--- src/rtl/tcs3472_sampler_pkg.sv ---
// tcs3472_sampler_pkg: TCS3472 register map, ENABLE bit values and FSM encodings.
package tcs3472_sampler_pkg;
  localparam logic [7:0] CMD_BIT_DEF = 8'h80;
  localparam logic [7:0] REG_ENABLE = 8'h00;
  localparam logic [7:0] REG_ATIME = 8'h01;
  localparam logic [7:0] REG_CONTROL = 8'h0F;
  localparam logic [7:0] REG_CDATAL = 8'h14;
  localparam logic [7:0] EN_PON = 8'h01;
  localparam logic [7:0] EN_AEN = 8'h02;
  typedef enum logic [2:0] {S_PON, S_WPON, S_ATIME, S_CTRL, S_AEN, S_WPER, S_READ, S_PUB} seq_t;
  typedef enum logic [1:0] {T_IDLE, T_WAIT, T_REL} txn_t;
endpackage

--- src/rtl/tcs_txn_ctrl.sv ---
// tcs_txn_ctrl: ISSUE/WAIT_DONE/RELEASE handshake towards the byte-level I2C master.
// TCS_TIMEOUT_EN adds a per-transaction watchdog.
module tcs_txn_ctrl
  import tcs3472_sampler_pkg::*;
#(
  parameter int TIMEOUT_CYC = 200000
) (
  input  logic clk,
  input  logic rst,
  input  logic req,
  input  logic done,
  output logic start,
  output logic busy,
  output logic cap,
  output logic fin,
  output logic tmo
);
  txn_t st, nxt;
  always_ff @(posedge clk)
    if (!rst) st <= T_IDLE;
    else st <= nxt;
  always_comb begin
    nxt = st;
    case (st)
      T_IDLE: nxt = req ? T_WAIT : T_IDLE;
      T_WAIT: nxt = done ? T_REL : T_WAIT;
      default: nxt = done ? T_REL : T_IDLE;
    endcase
    if (tmo) nxt = T_IDLE;
  end
  assign start = st == T_WAIT;
  assign busy = st != T_IDLE;
  assign cap = st == T_WAIT && done && !tmo;
  assign fin = st == T_REL && !done && !tmo;
`ifdef TCS_TIMEOUT_EN
  logic [31:0] cnt;
  always_ff @(posedge clk)
    if (!rst) cnt <= 32'd0;
    else cnt <= (busy && !tmo) ? cnt + 32'd1 : 32'd0;
  assign tmo = busy && cnt == 32'(TIMEOUT_CYC - 1);
`else
  assign tmo = 1'b0;
`endif
endmodule

--- src/rtl/tcs3472_sampler.sv ---
// tcs3472_sampler: configures a TCS3472 and periodically reads its C/R/G/B channels over I2C.
// TCS_TIMEOUT_EN enables the transaction watchdog and sticky err.
module tcs3472_sampler
  import tcs3472_sampler_pkg::*;
#(
  parameter logic [6:0] DEV_ADDR = 7'h29,
  parameter logic [7:0] CMD_BIT = CMD_BIT_DEF,
  parameter logic [7:0] ATIME_VAL = 8'hF6,
  parameter logic [7:0] GAIN_VAL = 8'h01,
  parameter int PON_WAIT_CYC = 150000,
  parameter int PERIOD_CYC = 2500000,
  parameter int TIMEOUT_CYC = 200000
) (
  input  logic        clk,
  input  logic        rst,
  input  logic        en,
  output logic        i2c_start,
  output logic        i2c_rw,
  output logic [6:0]  i2c_addr,
  output logic [7:0]  i2c_reg_addr,
  output logic [7:0]  i2c_data_in,
  input  logic [7:0]  i2c_data_out,
  input  logic        i2c_done,
  output logic [15:0] clear,
  output logic [15:0] red,
  output logic [15:0] green,
  output logic [15:0] blue,
  output logic        valid,
  output logic        busy,
  output logic        err
);
  seq_t st, nxt;
  logic req, cap, fin, tmo, rd, pend, samp, per_hit;
  logic [7:0] reg_sel, wdat;
  logic [2:0] idx;
  logic [31:0] pon_cnt, per_cnt;
  logic [7:0] sh [8];
  tcs_txn_ctrl #(.TIMEOUT_CYC(TIMEOUT_CYC)) u_txn (
    .clk(clk), .rst(rst), .req(req), .done(i2c_done),
    .start(i2c_start), .busy(busy), .cap(cap), .fin(fin), .tmo(tmo)
  );
  assign samp = st == S_WPER || st == S_READ || st == S_PUB;
  assign per_hit = per_cnt == 32'(PERIOD_CYC - 1);
  always_comb begin
    nxt = st;
    req = 1'b0;
    rd = 1'b0;
    reg_sel = REG_ENABLE;
    wdat = 8'h00;
    case (st)
      S_PON: begin req = 1'b1; wdat = EN_PON; nxt = fin ? S_WPON : st; end
      S_WPON: nxt = pon_cnt == 32'(PON_WAIT_CYC - 1) ? S_ATIME : st;
      S_ATIME: begin req = 1'b1; reg_sel = REG_ATIME; wdat = ATIME_VAL; nxt = fin ? S_CTRL : st; end
      S_CTRL: begin req = 1'b1; reg_sel = REG_CONTROL; wdat = GAIN_VAL; nxt = fin ? S_AEN : st; end
      S_AEN: begin req = 1'b1; wdat = EN_PON | EN_AEN; nxt = fin ? S_WPER : st; end
      S_WPER: nxt = en && (per_hit || pend) ? S_READ : st;
      S_READ: begin req = 1'b1; rd = 1'b1; reg_sel = REG_CDATAL + {5'd0, idx}; nxt = fin && idx == 3'd7 ? S_PUB : st; end
      default: nxt = S_WPER;
    endcase
    if (tmo) nxt = S_PON;
  end
  // Transaction fields are zero (rw=1) whenever no transaction is outstanding.
  assign i2c_rw = busy ? rd : 1'b1;
  assign i2c_addr = busy ? DEV_ADDR : 7'd0;
  assign i2c_reg_addr = busy ? (CMD_BIT | reg_sel) : 8'h00;
  assign i2c_data_in = busy ? wdat : 8'h00;
  always_ff @(posedge clk)
    if (!rst) begin
      st <= S_PON;
      pon_cnt <= 32'd0;
      per_cnt <= 32'd0;
      pend <= 1'b0;
      idx <= 3'd0;
      sh <= '{default: 8'h00};
      {clear, red, green, blue} <= 64'd0;
      valid <= 1'b0;
    end else begin
      st <= nxt;
      pon_cnt <= st == S_WPON ? pon_cnt + 32'd1 : 32'd0;
      per_cnt <= samp ? (per_hit ? 32'd0 : per_cnt + 32'd1) : 32'd0;
      // A period boundary missed during a long burst starts the next burst right after PUBLISH.
      pend <= (!samp || (st == S_WPER && nxt == S_READ)) ? 1'b0 : (per_hit && st != S_WPER) ? 1'b1 : pend;
      idx <= st == S_READ ? idx + {2'd0, fin} : 3'd0;
      if (tmo) sh <= '{default: 8'h00};
      else if (cap && st == S_READ) sh[idx] <= i2c_data_out;
      valid <= st == S_PUB;
      if (st == S_PUB) {clear, red, green, blue} <= {sh[1], sh[0], sh[3], sh[2], sh[5], sh[4], sh[7], sh[6]};
    end
`ifdef TCS_TIMEOUT_EN
  always_ff @(posedge clk)
    if (!rst) err <= 1'b0;
    else err <= err | tmo;
`else
  assign err = 1'b0;
`endif
endmodule

--- config.mk ---
export PLATFORM = sky130hd
export DESIGN_NAME = tcs3472_sampler
export DESIGN_NICKNAME = d
export VERILOG_FILES = /design/src/rtl/tcs3472_sampler_pkg.sv /design/src/rtl/tcs_txn_ctrl.sv /design/src/rtl/tcs3472_sampler.sv
export SDC_FILE = /design/constraint.sdc
export NUM_CORES = 1
export LEC_CHECK = 0
export ABC_AREA = 1
export CAP_MARGIN = 20
export CORE_MARGIN = 4
export CORE_UTILIZATION = 40
export DETAILED_ROUTE_END_ITERATION = 8
export PLACE_DENSITY = 0.64
export RECOVER_POWER = 100
export SYNTH_ARGS = -nofsm -noshare
export SYNTH_HDL_FRONTEND = slang
export SYNTH_HIERARCHICAL = 1
export SYNTH_SLANG_ARGS = --single-unit
--- constraint.sdc ---
create_clock -name clk -period 1.75 [get_ports clk]
set_input_delay 0.2625 -clock clk [delete_from_list [all_inputs] [get_ports clk]]
set_output_delay 0.2625 -clock clk [all_outputs]
set_load 0.01 [all_outputs]
==> results_dict.tcl, run 1 <==
set metrics [dict create \
    cts_sinks 202 \
    clk_latency_ns 0.52 \
    post-place-ws_ns -0.2500 \
    min_period_ns 1.912 \
    cts_root_buffer "clkbuf_16" \
    p_leak_uw 0.004575 \
    dieHeight_um 156.1 \
    ys_warn_count 6 \
    skew_ns 0.01321 \
    clockBufferDepth 3 \
    relSlewSlack 0.4697 \
    outcome "finished with violations" \
    final_cell_mix "nor2_1, dfxtp_1, nand2_1" \
    die-area_mm2 0.02438 \
    critPathKind "register to output port" \
    dr.pass1.iters 5 \
    port_buffers 95 \
    initial_core_util 0.4124 \
    grt-ovfl-total 0 \
    cts_max_level 1 \
    syn_avg_cell_area_um2 7.207 \
    initialDrtViolationCount 510 \
    drive_gt1_frac 0.1795 \
    cts_buffers 23 \
    path_clk_slew_ns 0.06 \
    area_delta_synth_final_pct 32.53 \
    fp.coreArea_mm2 0.02129 \
    power.total_uw 9894 \
    multi_input_area_mm2 0.004258 \
    p_clk_frac 0.502 \
    ioPinCount 104 \
    dr_wl_met3_um 1098 \
    wl_met2_um 10870 \
    hp-class "input pin to register" \
    track_usage 0.1852 \
    fmax_mhz 523.1 \
    p_int_uw 7741 \
    yosysUniqueCellTypes 38 \
    drtAntennaViolNets 0 \
    worst_setup_path_start_kind "register" \
    place_hpwl_um 15790 \
    worst_pin_slew_ns 0.7946 \
    row_count 53 \
    grt_pass1_wl_um 37890 \
    diodes 0 \
    drt-met1-wl_um 11230 \
    rsz0062_at_grt "true" \
    top_layer_used "met4" \
    p_sw_uw 2153 \
    synth_seq_cells 202 \
    crit_path_end_kind "output port" \
    cts_tree "done" \
    antenna_found_initial 0 \
    drv_cap 0 \
    drc_errors 0 \
    synthCells 1218 \
    crit_fanout 5 \
    combPwrFrac 0.032 \
    grt_max_degree 52 \
    fin_nets 1392 \
    post_dp_cell_area_mm2 0.01031 \
    fin_ws_ns -0.1618 \
    whs_ns 0.08627 \
    wl_um 23600 \
    drv_slew 0 \
    num_vias 8087 \
    synth_seq_area_share 0.4607 \
    final_common_cell "nor2_1" \
    power_frac_seq 0.466 \
    wire_per_inst_um 14.15 \
    nFillCells 2051 \
    finalInstanceArea_mm2 0.01163 \
    min_period_over_period 1.092 \
    irDropWorstVdd_uv 500.5 \
    utilization 0.5465 \
    grt_pass1_vias 7654 \
    cp_data_arrival_time_ns 1.65 \
    viasPerCell 4.848 \
    hold_viol_final 0 \
    die_w_um 156.1 \
    mappedNetlistArea_mm2 0.008778 \
    setup_viol 35 \
    swShare 0.2176 \
    seqCellArea_mm2 0.004048 \
    violations "negative setup slack" \
    power_per_cell_area_mw_per_mm2 850.4 \
    gp_congestion 0.8559 \
    cp.required_ns 1.49 \
]
## worst max-delay path, stage by stage (launching register included)
cell and delay [ns]:
dfxtp_2 0.33, inv_2 0.05, nor2_4 0.15, buf_6 0.12, nand2_4 0.05, nor2_4 0.19, buf_4 0.14, buf_6 0.09
## worst paths after layout
kind,startpoint,endpoint,slack [ns],cells after the start
max,st[1],i2c_data_in[5],-0.16,7
min,rst,valid,0.09,3
max reg2reg,st[1],sh[47],-0.05,11
min reg2reg,per_cnt[0],per_cnt[0],0.45,1
## per-layer routing
metal | global-route usage | up-vias
met5 | 0 | -
met4 | 0.04504 | 0
met3 | 0.03356 | 25
met2 | 0.2989 | 166
met1 | 0.2584 | 3699
li1 | - | 4197
## metrics by stage
stage	instances	setup TNS [ns]
5_1_grt	1668	-10.75
6_report	1668	-1.634
4_1_cts	1652	-1.509
2_1_floorplan	1225	0
3_5_place_dp	1597	-12.07
3_3_place_gp	1597	-8.229
## state kept, by name, indices dropped and copies added, names as in the netlist, 2 cells and up
signal / count
idx: 3
clear: 16
pon_cnt: 32
sh: 64
green: 16
per_cnt: 32
red: 16
u_txn/st: 2
blue: 16
st: 3
## cell type report
cell class / instances / area share
Tap cell: 275 / 0.02958
Clock buffer: 33 / 0.05528
Clock inverter: 9 / 0.01183
Sequential cell: 202 / 0.3479
Timing Repair Buffer: 187 / 0.1502
Inverter: 118 / 0.03915
Multi-Input combinational cell: 844 / 0.3660
## synthesized netlist by cell type
| cell | n | area [um2] |
|---|---|---|
| a21oi_2 | 3 | 26.28 |
| nor2_1 | 279 | 1047 |
| nor2_4 | 4 | 45.04 |
| buf_1 | 2 | 7.510 |
| dfxtp_1 | 202 | 4044 |
| xor2_1 | 12 | 105.1 |
| nand2_1 | 189 | 709.4 |
| nand2_4 | 2 | 22.52 |
| nand3_1 | 43 | 215.2 |
| inv_2 | 2 | 7.510 |
| buf_4 | 18 | 135.1 |
| nand2_2 | 1 | 6.260 |
| inv_1 | 116 | 435.4 |
| or2_0 | 1 | 6.260 |
| or2_2 | 6 | 37.54 |
| and3_1 | 1 | 6.260 |
| nor4_1 | 1 | 6.260 |
| o21a_1 | 2 | 15.01 |
| nor2_2 | 2 | 12.51 |
| o311ai_0 | 1 | 8.760 |
| buf_6 | 7 | 78.83 |
| nor2_8 | 5 | 100.1 |
| o21ai_0 | 107 | 535.5 |
| buf_2 | 9 | 45.04 |
| clkbuf_1 | 26 | 97.59 |
| o211ai_1 | 1 | 7.510 |
| a31oi_1 | 1 | 6.260 |
| a21oi_1 | 84 | 420.4 |
| conb_1 | 2 | 7.510 |
| xnor2_1 | 2 | 17.52 |
| nand4_1 | 12 | 75.07 |
| nor3b_1 | 7 | 52.55 |
| nor3_1 | 38 | 190.2 |
| a211oi_1 | 2 | 15.01 |
| ha_1 | 4 | 50.05 |
| o21ai_1 | 17 | 85.08 |
| nand2_8 | 1 | 20.02 |
| a211oi_2 | 6 | 75.07 |
## kinds of logic after synthesis
kind of cell	Yosys count	share of synthesized area
buffers and inverters	180	0.09193
AOI/OAI and AO/OA	224	0.1361
DFF	202	0.4607
adders and majority gates	4	0.005701
other	2	0.0008555
and+or+nand+nor	592	0.2908
xor gates and xnor gates	14	0.01397
## what timing repair did
action | 4_1_cts | 5_1_grt
cloned | 0 | 4
pin swaps | 12 | 27
hold buffers | 0 | 0
setup endpoints to repair | 19 | 92
setup buffers | 15 | 13
gates resized for setup | 101 | 115
## power groups by stage
stage | Combinational (uW) | Clock (uW) | Sequential (uW)
floorplan | 156 | 0 | 4710
global placement | 289 | 0 | 4710
detailed placement | 291 | 0 | 4710
CTS | 293 | 5100 | 4610
global route | 339 | 5290 | 4600
finish | 315 | 4970 | 4610
Power figures use the tool's default switching activity.
==> run 2: changes to the inputs <==
Settings changed: CAP_MARGIN 20 to unset, TNS_END_PERCENT set to 50.
==> run 2 against run 1 <==
- the flow still finishes with violations (negative setup slack)
- sequential share of layout area grew 0.85 points
- hold slack worse by 0.0081 ns
- utilization down 1.3 points
- worst setup slack improved by 0.017 ns
- largest power group unchanged
==> results_dict.tcl, run 2 (synthesized netlist as in run 1, its figures left out) <==
set metrics [dict create \
    track_usage 0.1846 \
    use_met2 0.2975 \
    grt_pass1_wl_um 37780 \
    fin_cells 1652 \
    outcome "finished with violations" \
    min_period_ns 1.895 \
    path_delay_family "buffers and inverters" \
    num_vias 7966 \
    crit_chain "inv_2 > buf_6 > nor2_4 > inv_2 > nand2_2 > nor3b_4 > buf_2" \
    cpMostUsedCell "inv_2" \
    post-place-ws_ns -0.2500 \
    clk_latency_ns 0.52 \
    diodes 0 \
    final_cell_mix "nor2_1, dfxtp_1, nand2_1" \
    place_inst 1597 \
    crit_path_end_kind "output port" \
    combPwrFrac 0.029 \
    viasPerCell 4.822 \
    grtUsageMet1 0.2577 \
    fmax_mhz 527.8 \
    cp.required_ns 1.49 \
    gp_congestion 0.8559 \
    grt_pass1_vias 7621 \
    skew_ns 0.01016 \
    ioPinCount 104 \
    final_common_cell "nor2_1" \
    worst_setup_path_start_kind "register" \
    fin_nets 1376 \
    area_delta_synth_final_pct 29.39 \
    utilization 0.5336 \
    power_per_cell_area_mw_per_mm2 867.8 \
    grt_max_degree 52 \
    power.total_uw 9857 \
    rsz0062_at_grt "true" \
    dr.pass1.iters 5 \
    cp_num_buf_inv 4 \
    cts_max_level 1 \
    nFillCells 2061 \
    multi_input_area_mm2 0.004115 \
    initial_core_util 0.4124 \
    cts_root_buffer "clkbuf_16" \
    path_clk_slew_ns 0.06 \
    port_buffers 95 \
    seqCellArea_mm2 0.004049 \
    setup_viol 17 \
    fp.coreArea_mm2 0.02129 \
    power_frac_seq 0.467 \
    reg_top3 "sh x64, per_cnt x32, pon_cnt x32" \
    globalRouteMet3Util 0.03356 \
    fin_ws_ns -0.1447 \
    drtAntennaViolNets 0 \
    violations "negative setup slack" \
    busiest_layer "met2" \
    cts_buffers 23 \
    drive_gt1_frac 0.1445 \
    p_sw_uw 2133 \
    place_hpwl_um 15790 \
    irDropWorstVdd_uv 498.7 \
    die_w_um 156.1 \
    cp_data_arrival_time_ns 1.63 \
    initialDrtViolationCount 429 \
    hp-class "input pin to register" \
    largest_reg_flops 64 \
    cpPeakStageDelay_ns 0.33 \
    cts_sinks 202 \
    crit_fanout 2 \
    min_period_over_period 1.083 \
    clockBufferDepth 3 \
    worst_pin_slew_ns 0.7442 \
    p_int_uw 7724 \
    top_register "sh" \
    dieHeight_um 156.1 \
    wire_per_inst_um 13.88 \
    drv_cap 0 \
    p_leak_uw 0.004599 \
    setup-tns-final_ns -1.165 \
    swShare 0.2164 \
    grt-ovfl-total 0 \
    hold_viol_final 0 \
    antenna_found_initial 0 \
    relSlewSlack 0.5033 \
    critPathKind "register to output port" \
    wl_um 22930 \
    die-area_mm2 0.02438 \
    drc_errors 0 \
    slowest_stage "dfxtp_2" \
    cts_tree "done" \
    p_clk_frac 0.504 \
    drv_slew 0 \
    row_count 53 \
]
run 2: worst register-to-register path, cell delays in order, from the launching register on:
cell     delay (ns)
dfxtp_2        0.32
buf_4          0.11
inv_1          0.05
nor3_2         0.22
inv_2          0.09
nor2_8         0.15
nand2_8        0.12
nor2_8         0.18
buf_6          0.15
o21ai_1        0.06
a21oi_1        0.12
run 2: routing by layer:
metal / vias to the layer above / wire, um
li1: 4163 / -
met3: 25 / 1066
met2: 167 / 10360
met5: - / 0
met4: 0 / 377
met1: 3611 / 11120
run 2: path summary, 6_finish.rpt:
path | startpoint | to | slack (ns) | cells after the start
setup / recovery | st[1] | i2c_data_in[0] | -0.14 | 7
hold reg to reg | per_cnt[0] | per_cnt[0] | 0.45 | 1
hold / removal | rst | valid | 0.08 | 3
setup reg to reg | u_txn/st[0] | sh[62] | 0.12 | 10
run 2: area by class of cell:
cell class | count | share of cell area
Clock buffer | 33 | 0.05662
Clock inverter | 9 | 0.01212
Inverter | 118 | 0.03966
Multi-Input combinational cell | 843 | 0.3623
Sequential cell | 202 | 0.3565
Tap cell | 275 | 0.03029
Timing Repair Buffer | 172 | 0.1425
run 2: through the flow:
step / instance area (um2) / hold slack (ns)
final: 11360 / 0.07815
after CTS: 11210 / 0.06803
after floorplan: 8805 / 0.3817
after global placement: 10310 / 0.4302
after global routing: 11360 / 0.09194
after detailed placement: 10310 / 0.4417
run 2: what timing repair did:
action                                  in CTS  in global routing
endpoints found under the setup margin      19                 92
hold buffers                                 0                  0
cloned                                       0                  0
buffers inserted                            10                  5
gates resized for setup                    100                 34
pin swaps                                   12                 14
run 2: power groups by stage:
stage	Combinational (uW)	Clock (uW)	Sequential, uW
final	285	4970	4610
after global placement	289	0	4710
after detailed placement	291	0	4710
after floorplan	156	0	4710
after CTS	280	5100	4610
after global routing	308	5290	4600
